**config.mk**
```make
export PLATFORM = sky130hd
export DESIGN_NAME = mac_tx_frame_arbiter
export DESIGN_NICKNAME = d
export VERILOG_FILES = /design/src/rtl/mac_tx_frame_arbiter.sv
export SDC_FILE = /design/constraint.sdc
export NUM_CORES = 1
export LEC_CHECK = 0
export ABC_CLOCK_PERIOD_IN_PS = 2900
export CAP_MARGIN = 15
export CORE_AREA = 2 2 74 76
export DETAILED_ROUTE_END_ITERATION = 8
export DIE_AREA = 0 0 76 78
export HOLD_SLACK_MARGIN = 0.1
export PLACE_DENSITY = 0.78
export SLEW_MARGIN = 20
export SYNTH_ARGS = -nofsm -noshare
export SYNTH_HDL_FRONTEND = slang
export SYNTH_SLANG_ARGS = --single-unit
```
**constraint.sdc**
```tcl
create_clock -name clk -period 2.9 [get_ports clk]
set_clock_uncertainty 0.1 [all_clocks]
set_input_delay 0.58 -clock clk [delete_from_list [all_inputs] [get_ports clk]]
set_output_delay 0.58 -clock clk [all_outputs]
set_load 0.005 [all_outputs]
```
**src/rtl/mac_tx_frame_arbiter.sv**
```systemverilog
// mac_tx_frame_arbiter: moves whole frames from two FWFT ingress FIFOs onto
// one TX MAC byte stream. One frame is sent at a time, with no byte
// interleave, followed by a programmable idle gap. Frames longer than
// MAX_FRAME are truncated, and their tail is drained from the FIFO.
// Optional macro ARB_STRICT_PRIO_EN: port 0 always wins arbitration
// (default build: round-robin between the two ports).
module mac_tx_frame_arbiter #(
  parameter int unsigned IFG_CYCLES = 12,
  parameter int unsigned MAX_FRAME  = 1518
) (
  input  logic        clk,
  input  logic        reset,
  input  logic        p0_frame_rdy,
  input  logic        p0_empty,
  input  logic [7:0]  p0_data,
  input  logic        p0_last,
  output logic        p0_rd,
  input  logic        p1_frame_rdy,
  input  logic        p1_empty,
  input  logic [7:0]  p1_data,
  input  logic        p1_last,
  output logic        p1_rd,
  output logic [7:0]  tx_mac_data,
  output logic        tx_mac_valid,
  output logic        tx_mac_last,
  input  logic        tx_mac_ready,
  output logic [1:0]  grant,
  output logic        busy,
  output logic        trunc_pulse,
  output logic [15:0] frame_cnt
);

  localparam int unsigned CNT_W = 11;
  localparam int unsigned IFG_W = 8;
  localparam int unsigned FCW   = 16;

  typedef enum logic [1:0] {IDLE, XFER, DRAIN, IFG} state_t;

  state_t           state_q, state_d;
  logic [1:0]       grant_q, grant_d;
  logic             last_grant_q, last_grant_d;  // 0 = port 0, 1 = port 1
  logic [CNT_W-1:0] byte_cnt_q, byte_cnt_d;
  logic [IFG_W-1:0] ifg_cnt_q, ifg_cnt_d;
  logic [FCW-1:0]   frame_cnt_q, frame_cnt_d;

  logic             sel;
  logic             g_empty;
  logic             g_last;
  logic [7:0]       g_data;
  logic             at_max;
  logic             accept;
  logic             pick_p1;

  // Mux the granted port's FIFO head
  always_comb begin
    sel     = grant_q[1];
    g_empty = sel ? p1_empty : p0_empty;
    g_last  = sel ? p1_last  : p0_last;
    g_data  = sel ? p1_data  : p0_data;
    at_max  = (byte_cnt_q == CNT_W'(MAX_FRAME - 1));
  end

  // Arbitration choice, only consumed in IDLE
  always_comb begin
`ifdef ARB_STRICT_PRIO_EN
    pick_p1 = !p0_frame_rdy;
`else
    pick_p1 = p1_frame_rdy && (!p0_frame_rdy || !last_grant_q);
`endif
  end

  // State and counter registers
  always_ff @(posedge clk or negedge reset) begin
    if (!reset) begin
      state_q      <= IDLE;
      grant_q      <= 2'b00;
      last_grant_q <= 1'b1;
      byte_cnt_q   <= '0;
      ifg_cnt_q    <= '0;
      frame_cnt_q  <= '0;
    end else begin
      state_q      <= state_d;
      grant_q      <= grant_d;
      last_grant_q <= last_grant_d;
      byte_cnt_q   <= byte_cnt_d;
      ifg_cnt_q    <= ifg_cnt_d;
      frame_cnt_q  <= frame_cnt_d;
    end
  end

  // Next-state logic and FIFO-head-driven TX outputs
  always_comb begin
    state_d      = state_q;
    grant_d      = grant_q;
    last_grant_d = last_grant_q;
    byte_cnt_d   = byte_cnt_q;
    ifg_cnt_d    = ifg_cnt_q;
    frame_cnt_d  = frame_cnt_q;
    tx_mac_data  = 8'h00;
    tx_mac_valid = 1'b0;
    tx_mac_last  = 1'b0;
    p0_rd        = 1'b0;
    p1_rd        = 1'b0;
    trunc_pulse  = 1'b0;
    accept       = 1'b0;

    case (state_q)
      IDLE: begin
        if (p0_frame_rdy || p1_frame_rdy) begin
          grant_d    = pick_p1 ? 2'b10 : 2'b01;
          byte_cnt_d = '0;
          state_d    = XFER;
        end
      end

      XFER: begin
        tx_mac_data  = g_data;
        tx_mac_valid = !g_empty;
        tx_mac_last  = g_last || at_max;
        accept       = tx_mac_valid && tx_mac_ready;
        p0_rd        = accept && !sel;
        p1_rd        = accept && sel;
        if (accept) begin
          byte_cnt_d = byte_cnt_q + CNT_W'(1);
          if (g_last) begin
            frame_cnt_d  = frame_cnt_q + FCW'(1);
            last_grant_d = sel;
            ifg_cnt_d    = IFG_W'(IFG_CYCLES - 1);
            state_d      = IFG;
          end else if (at_max) begin
            trunc_pulse = 1'b1;
            frame_cnt_d = frame_cnt_q + FCW'(1);
            state_d     = DRAIN;
          end
        end
      end

      // Discard the oversize tail up to and including its last byte
      DRAIN: begin
        p0_rd = !g_empty && !sel;
        p1_rd = !g_empty && sel;
        if (!g_empty && g_last) begin
          last_grant_d = sel;
          ifg_cnt_d    = IFG_W'(IFG_CYCLES - 1);
          state_d      = IFG;
        end
      end

      IFG: begin
        if (ifg_cnt_q == '0) begin
          grant_d = 2'b00;
          state_d = IDLE;
        end else begin
          ifg_cnt_d = ifg_cnt_q - IFG_W'(1);
        end
      end

      default: begin
        state_d = IDLE;
        grant_d = 2'b00;
      end
    endcase
  end

  assign grant     = grant_q;
  assign busy      = (state_q != IDLE);
  assign frame_cnt = frame_cnt_q;

endmodule

```
## Yosys cells after proc, flatten, opt, wreduce, memory -nomap -nowiden

Cells that the tools add are included.

| storage, ports and cells | value |
|---|---|
| input port bits | 25 |
| bits in registers | 40 |
| output and inout bits | 32 |
| logic and storage cells | 84 |

| cells by class | value |
|---|---|
| $add $sub $neg | 3 |
| reduce and logical (&&, ||, !) cells | 28 |
| multiplexer cells | 36 |
| equal/unequal tests | 11 |

Operators with widths:

| cell | count |
|---|---|
| 8-bit 2-to-1 mux | 6 |
| 16-bit 2-to-1 mux | 2 |
| 8-bit case mux with 3 select lines | 1 |
| 11-bit 2-to-1 mux | 2 |
| 11-bit case mux with 2 select lines | 1 |
| 16-bit by 1-bit adder with 16-bit output, second input constant | 1 |
| 2-bit 2-to-1 mux | 8 |
| 2-bit inequality test, second input constant | 6 |
| 11-bit by 1-bit adder with 11-bit output, second input constant | 1 |
| 11-bit equality test, second input constant | 1 |
| 1-bit 2-to-1 mux | 11 |
| 5-bit AND reduction | 2 |
| 2-bit nonzero test | 5 |
| 3-bit AND reduction | 3 |
| 8-bit logical NOT | 1 |
| 2-bit case mux with 4 select lines | 1 |
| 8-bit by 1-bit subtractor with 8-bit output, second input constant | 1 |
| 1-bit logical AND | 7 |
| 1-bit case mux with 2 select lines | 3 |
| 2-bit equality test, second input constant | 2 |
| 1-bit logical NOT | 4 |
| 2-bit case mux with 2 select lines | 1 |
| 4-bit AND reduction | 1 |
| 1-bit logical OR | 3 |
| 4 further kinds | 4 |

## Longest topological paths before layout

Gate-level depths: netlist of the first run.

| logic depth | value |
|---|---|
| depth after elaboration | 6 |
| mapped depth | 8 |
| gate-level depth less buffers | 7 |

## Worst setup path after synthesis of the first run

No wires, ideal clock.

| timing | value |
|---|---|
| path type | reg-to-output |
| start | reg state_q[1] |
| end | out tx_mac_data[0] |
| data arrival time | 1.563 ns |
| setup slack | 0.657 ns |
| cell stages (with the launch flop) | 7 |
| required time | 2.220 ns |
| path buffers | 3 |
| cells stage by stage | dfrtp_1 > inv_1 > ha_1 > clkbuf_1 > clkbuf_1 > clkbuf_1 > nor2b_1 |

| between the ends | value |
|---|---|
| cells in the longest elaborated chain, start to end | 2 |

Ends and longest elaborated chain:

| element | RTL line | text |
|---|---|---|
| start: declaration | 39 | `state_t state_q, state_d;` |
| start signal: assignment | 82 | `state_q <= state_d;` |
| 2-bit by 1-bit equality test with 1-bit output | 107 | `case (state_q)` |
| 8-bit 2-to-1 mux | 107 |  |
| end: declaration | 23 | `output logic [7:0] tx_mac_data,` |

No other way between the ends.

## Final worst setup path of the first run

| timing | value |
|---|---|
| start | reg byte_cnt_q[1] |
| end | out tx_mac_last |

| between the ends | value |
|---|---|
| cells in the longest elaborated chain, start to end | 3 |

Ends and longest elaborated chain:

| element | RTL line | text |
|---|---|---|
| start: declaration | 42 | `logic [CNT_W-1:0] byte_cnt_q, byte_cnt_d;` |
| start signal: assignment | 85 | `byte_cnt_q <= byte_cnt_d;` |
| 11-bit equality test | 60 | `at_max = (byte_cnt_q == CNT_W'(MAX_FRAME - 1));` |
| 1-bit logical OR | 119 | `tx_mac_last = g_last \|\| at_max;` |
| 1-bit 2-to-1 mux | 107 |  |
| end: declaration | 25 | `output logic tx_mac_last,` |

No other way between the ends.

==> results of run 1 <==
state kept, by name (all words and copies together), names as in the netlist:
name and cells:
byte_cnt_q 11, frame_cnt 16, grant 2, ifg_cnt_q 8, last_grant_q 1, state_q 2
per-layer routing:
layer,wire length [µm],vias up,track usage
met5,0,-,0
met4,63,0,0.0600
li1,-,1072,-
met1,2480,1054,0.266
met2,2840,64,0.364
met3,371,6,0.0442
cells in the final DEF, fill, tap and decap left out, drive strengths merged, types with 5 or more instances in the layout:
| master | count |
|---|---|
| clkdlybuf4s50 | 55 |
| dfrtp | 39 |
| nand2 | 28 |
| nand3 | 21 |
| o21ai | 17 |
| xnor2 | 15 |
| nor2 | 13 |
| mux2i | 12 |
| inv | 11 |
| nor2b | 11 |
| nand4 | 10 |
| ha | 10 |
| nor3 | 9 |
| buf | 9 |
| a22o | 7 |
| clkbuf | 6 |
| xor2 | 5 |
what timing repair did:
action                                  in CTS  in global routing
endpoints found under the setup margin       0                  1
hold buffers                                 0                  0
endpoints found under the hold margin        0                  0
resized for setup                            0                  4
metrics by stage:
| stage | std cells | hold WS, ns | total power [µW] |
|---|---|---|---|
| after CTS | 400 | 0.331 | 2180 |
| after global routing | 400 | 0.373 | 2320 |
| final | 400 | 0.292 | 2170 |
| after floorplan | 267 | 0.184 | 1390 |
| after detailed placement | 392 | 0.374 | 1790 |
| after global placement | 392 | 0.363 | 1750 |
power by group:
part	total [µW]	internal [µW]	leakage [µW]	switching, µW
clock network	388	190	0.0000510	198
logic	1040	510	0.000770	533
registers	739	637	0.000528	101
total	2170	1340	0.00135	832
cells in the mapped netlist, drive strengths merged:
cell type,n,area (µm²)
a31oi,2,18.8
buf,2,18.8
o31ai,2,15.0
xor2,5,43.8
and4,4,35.0
a22o,7,61.3
ha,10,125
mux2i,12,120
o31a,1,8.76
nor2,13,48.8
o21ai,17,88.8
a21o,2,15.0
or4,1,7.51
nor2b,11,68.8
clkbuf,7,26.3
mux2,2,26.3
or3b,1,11.3
a21oi,4,20.0
a211oi,1,7.51
or2,3,18.8
a2111o,1,11.3
nor3b,2,15.0
nand4,10,62.6
and3,4,30.0
nor3,9,45.0
nand3b,2,15.0
o21bai,1,7.51
o22ai,2,12.5
nor4b,2,23.8
nand3,21,105
nand2,28,105
nand2b,1,6.26
and2,1,6.26
dfrtp,39,976
a21boi,2,15.0
nor4,2,12.5
a31o,1,8.76
xnor2,15,131
nand4bb,1,11.3
inv,11,41.3
or3,2,12.5
or4b,2,20.0
dfstp,1,26.3
worst min-delay path by stage:
| stage | endpoint | slack, ns | cells after the start |
|---|---|---|---|
| final | ifg_cnt_q[4] | 0.29 | 1 |
| after global routing | byte_cnt_q[6] | 0.37 | 1 |
| after detailed placement | frame_cnt[15] | 0.37 | 1 |
| after floorplan | byte_cnt_q[0] | 0.18 | 0 |
| after CTS | ifg_cnt_q[2] | 0.33 | 1 |
| after global placement | frame_cnt[15] | 0.36 | 1 |
final cells by class:
cell class | instances | area [µm²] | share of cell area
flip-flops and latches | 40 | 1000 | 0.309
clock buffers | 6 | 82.6 | 0.0254
well taps | 70 | 87.6 | 0.0270
clock inverters | 2 | 10.0 | 0.00308
repair buffers | 64 | 616 | 0.190
multi-input cells | 207 | 1410 | 0.433
inverters | 11 | 41.3 | 0.0127
critical path, cell delays in order (launching register included):
cell and delay, ns:
dfrtp_2 0.44, inv_1 0.07, ha_1 0.15, nand4bb_1 0.16, o31a_1 0.34, nor2b_1 0.11, clkdlybuf4s50_1 0.52
cell families (layout without fill, tap and decap cells):
group,after synthesis,in the layout,share of synthesized area
multiplexers,14,14,0.0589
XOR/XNOR,20,20,0.0705
adder cells (fa/ha/maj),10,10,0.0503
AO/OA/AOI/OAI,43,43,0.117
buffers and inverters,20,83,0.0347
AND/OR/NAND/NOR,120,120,0.266
flip-flops,40,40,0.403
==> run metrics, run 1 <==
outcome complete, no violations; VDD IR max 0.000567 V; gr usage total 0.210; Worst-Skew Late Latency 0.29 ns; Die Wd 76 µm; crit path max fanout 6; LEAKAGE 0.00135 µW; hold crit path type in -> async; Total Wirelength 5760 µm; Worst setup startpoint byte_cnt_q[1]; flops & latches, synth 40; Avg Synthesized Cell Area 9.31 µm²; ANT cells 0; hpwl dp 4500 µm; first-pass GRT wire length 9970 µm; Area Overhead vs Synth 30.6%; setup repair after global routing missed its margin no; final hold violations 0; Bufs on Longest Clock Path 2; WP data required 2.22 ns; Worst-path clk slew 0.08 ns; Slew @ Worst Pin 0.861 ns; Mapped Area 2490 µm²; Final period util 0.953; Starting Density 0.493; Root Driver clkbuf_8; DRC viols 0; Crit Path Class reg -> out; min cycle time layout 2.76 ns; CTS tree yes; Slew headroom 0.426; final instance area 3250 µm²; final setup margin 0.136 ns; FF-to-FF path depth 7; filler instances 426; PwrDens 668 nW/µm²; WL/cell 14.4 µm; row cnt 26; endpoint class of the critical path output pin; Worst R2R End state_q[1]; antenna violations before repair 0; IO Count 57; setup bufs post-CTS 0; DRT Pass-1 Iters 4; FMAX 362 MHz; Worst Setup EP tx_mac_last; DRT iter0 DRCs 172; post-synthesis cell count 267; Critical Path AT 2.08 ns; max capacitance violation total 0; final setup fails 0; CTS Sinks 40; Final GP Congestion 0.818; placed cell area 3140 µm²; Core Region 5040 µm²; global route total overflow 0; Reg2Reg Setup Slack 0.48 ns; Die Ht 78 µm; post-synthesis cell type count 51; Layout Utilization 0.644; input/output buffers 56; Vias per Instance 5.49; fin. max-slew vios 0; Ys Warns 0; post-synth net total 302; final setup TNS 0 ns; layout cells sized above 1 0.0970; RR Startpoint ifg_cnt_q[0]; vias in the first global route 2,112; total CTS buffers 5; Die ar. 5930 µm²; pre-CTS WS 0.185 ns; post-route ant nets 0; Startpoint Class flop; register area share after synthesis 0.403; largest net degree at the start of global routing 41; via count 2,196; nets 364; H-tree levels 2
Note: power is estimated with default switching activity, not from simulation.
==> run 2, diff against run 1 <==
--- a/config.mk
+++ b/config.mk
@@ -8,6 +8,7 @@
 export ABC_CLOCK_PERIOD_IN_PS = 2900
 export CAP_MARGIN = 15
 export CORE_AREA = 2 2 74 76
+export CTS_CLUSTER_SIZE = 14
 export DETAILED_ROUTE_END_ITERATION = 8
 export DIE_AREA = 0 0 76 78
 export HOLD_SLACK_MARGIN = 0.1
==> results of run 2 <==
The final DEF is identical to that of run 1; final timing and power are the same.
==> run 3, diff against run 2 <==
--- a/config.mk
+++ b/config.mk
@@ -5,9 +5,10 @@
 export SDC_FILE = /design/constraint.sdc
 export NUM_CORES = 1
 export LEC_CHECK = 0
-export ABC_CLOCK_PERIOD_IN_PS = 2900
+export ABC_CLOCK_PERIOD_IN_PS = 3000
 export CAP_MARGIN = 15
 export CORE_AREA = 2 2 74 76
+export CTS_BUF_LIST = sky130_fd_sc_hd__clkbuf_16
 export CTS_CLUSTER_SIZE = 14
 export DETAILED_ROUTE_END_ITERATION = 8
 export DIE_AREA = 0 0 76 78
==> constraint.sdc (replaced) <==
create_clock -name clk -period 3 [get_ports clk]
set_clock_uncertainty 0.1 [all_clocks]
set_input_delay 0.6 -clock clk [delete_from_list [all_inputs] [get_ports clk]]
set_output_delay 0.6 -clock clk [all_outputs]
set_load 0.005 [all_outputs]
==> run 3 against run 2 <==
Net effect: register-to-register slack better by 0.13 ns; combinational power about the same; final area rose by 1.4%; critical endpoint is now p1_rd.
==> run metrics, run 3 (same netlist as run 1, synthesis figures left out) <==
Critical Path AT 2.06 ns (-0.02 ns); critical path, cell by cell clkdlybuf4s50_1 -> o21ai_0 -> nor3b_1 -> clkdlybuf4s50_1; Core Region 5040 µm² (unchanged); placed cell area 3130 µm² (-0.48%); H-tree levels 2 (unchanged); Comb power frac 0.440 (-0.041); filler instances 435 (+2.1%); WP data required 2.30 ns (+0.08 ns); Slew headroom 0.421 (-0.00532); Post-Layout Cell Count 398 (-0.50%); Flop pwr share 0.302 (-0.039); most used cell, CP clkdlybuf4s50_1; Die ar. 5930 µm² (unchanged); Total Wirelength 5860 µm (+1.8%); layout cells sized above 1 0.0732 (-0.0238); Vias per Instance 5.54 (+0.87%); Die Wd 76 µm (unchanged); P_int 1490 µW (+11%); Worst-path clk slew 0.06 ns (-0.02 ns); input/output buffers 56 (unchanged); endpoint class of the critical path output pin; final setup TNS 0 ns (unchanged); Psw 810 µW (-2.6%); max capacitance violation total 0 (unchanged); commonest non-fill, non-tap cells in the layout 55 x clkdlybuf4s50_1, 39 x dfrtp_1, 28 x nand2_1, 21 x nand3_1, 16 x o21ai_0; crit path max fanout 7 (+1); outcome complete, no violations; Area Overhead vs Synth 32.4%; area taken by multi-input logic gates 1400 µm² (-0.53%); IO Count 57 (unchanged); Final GP Congestion 0.833 (+1.8%); Worst-Skew Late Latency 0.28 ns (about the same); CP max stage cell clkdlybuf4s50_1; setup bufs post-CTS 0 (unchanged); first-pass GRT wire length 9990 µm (+0.21%); nets 362 (-0.55%); final setup fails 0 (unchanged); hold crit path type in -> async; Startpoint Class input port; DRC viols 0 (unchanged); largest net degree at the start of global routing 41 (unchanged); final hold violations 0 (unchanged); CTS Sinks 40 (unchanged); gr usage total 0.212 (+0.00196); ANT cells 0 (unchanged); via count 2,204 (+0.36%); Crit path buffers/inverters 2 (unchanged); min cycle time layout 2.76 ns; DRT Pass-1 Iters 4 (unchanged); switching share of power 0.352 (-0.0314); setup repair after global routing missed its margin no; FMAX 362 MHz; VDD IR max 0.000590 V (+4.0%); max reg flops 16 (unchanged); post_cts resized 0 (unchanged); antenna violations before repair 0 (unchanged); placed instance count 390 (-0.51%); register area 1000 µm² (-0.25%); vias in the first global route 2,105 (-0.33%); LEAKAGE 0.00137 µW (+1.6%); fin. max-slew vios 0 (unchanged); WL/cell 14.7 µm (+2.3%); post-route ant nets 0 (unchanged); Die Ht 78 µm (unchanged); Crit Path Class in -> out; commonest non-fill, non-tap cell in the layout clkdlybuf4s50_1; hold_buf cts 0 (unchanged); hpwl dp 4340 µm (-3.6%); DRT iter0 DRCs 141 (-18%); final instance area 3290 µm² (+1.4%); CTS tree yes; Slew @ Worst Pin 0.869 ns (+0.00798 ns); PwrDens 699 nW/µm² (+4.6%); CP delay by family, top buffers and inverters; row cnt 26 (unchanged); global route total overflow 0 (unchanged); Final period util 0.921; Bufs on Longest Clock Path 2 (unchanged); total CTS buffers 5 (unchanged); Starting Density 0.493 (unchanged); CP peak stage delay 0.60 ns (+0.08 ns); clock share of power 0.258 (+0.079); Root Driver clkbuf_16
-- run 3: cell count changes in the layout (fill, tap and decap cells not counted) --
cell       previous run  this run
clkinv_1              0         2
clkbuf_8              6         0
bufinv_16             0         1
nor2_2                1         0
dfrtp_2               2         0
nor2_1               12        13
dfrtp_1              37        39
clkbuf_16             0         5
buf_4                 8         6
nor3_1                8         9
clkinv_2              2         0
nor3_2                1         0
-- run 3: final timing paths --
| path | start | to | slack (ns) | cells past startpoint |
|---|---|---|---|---|
| worst max-delay path | tx_mac_ready | p1_rd | 0.24 | 4 |
| worst min-delay path | reset | ifg_cnt_q[0] | 0.34 | 1 |
| worst max register to register | ifg_cnt_q[0] | state_q[1] | 0.61 | 7 |
| worst min register to register | frame_cnt[15] | frame_cnt[15] | 0.39 | 1 |
| max in group asynchronous | reset | frame_cnt[14] | 1.93 | 1 |
| min in group clk | frame_cnt[15] | frame_cnt[15] | 0.39 | 1 |
-- run 3: power groups by stage --
stage                     clock network (µW)  registers, µW  logic [µW]
final                                    593            696        1010
after global routing                     615            708        1120
after floorplan                            0            684         657
after detailed placement                   0            703        1010
after CTS                                597            694        1020
after global placement                     0            701         991
-- run 3: per-stage QoR --
stage	utilization	power, µW	setup WS (ns)	hold slack (ns)
3_5_place_dp	0.621	1710	0.257	0.373
2_1_floorplan	-	1340	0.737	0.204
6_report	0.653	2300	0.237	0.336
4_1_cts	0.653	2310	0.213	0.372
5_1_grt	0.653	2440	0.0191	0.420
3_3_place_gp	0.621	1690	0.233	0.364
-- run 3: final cells by class --
type | count | area share
Tap cell | 70 | 0.0266
Multi-Input combinational cell | 207 | 0.425
Inverter | 11 | 0.0125
Clock buffer | 5 | 0.0380
Timing Repair Buffer | 62 | 0.182
Sequential cell | 40 | 0.304
Clock inverter | 3 | 0.0114
-- run 3: worst reg2reg max path, delay by kind of cell, from the launching register on --
kind	cells	cell delay (ns)
compound gates	3	0.83
flops	1	0.40
simple gates	1	0.38
mux	1	0.30
fa+ha+maj	1	0.16
buf+inv	1	0.11
-- run 3: per-layer routing --
| metal | up-vias | track usage | part of all wire |
|---|---|---|---|
| met5 | - | 0 | 0 |
| met4 | 0 | 0.0745 | 0.014 |
| met3 | 9 | 0.0512 | 0.044 |
| met2 | 58 | 0.347 | 0.47 |
| met1 | 1062 | 0.275 | 0.47 |
| li1 | 1075 | - | - |
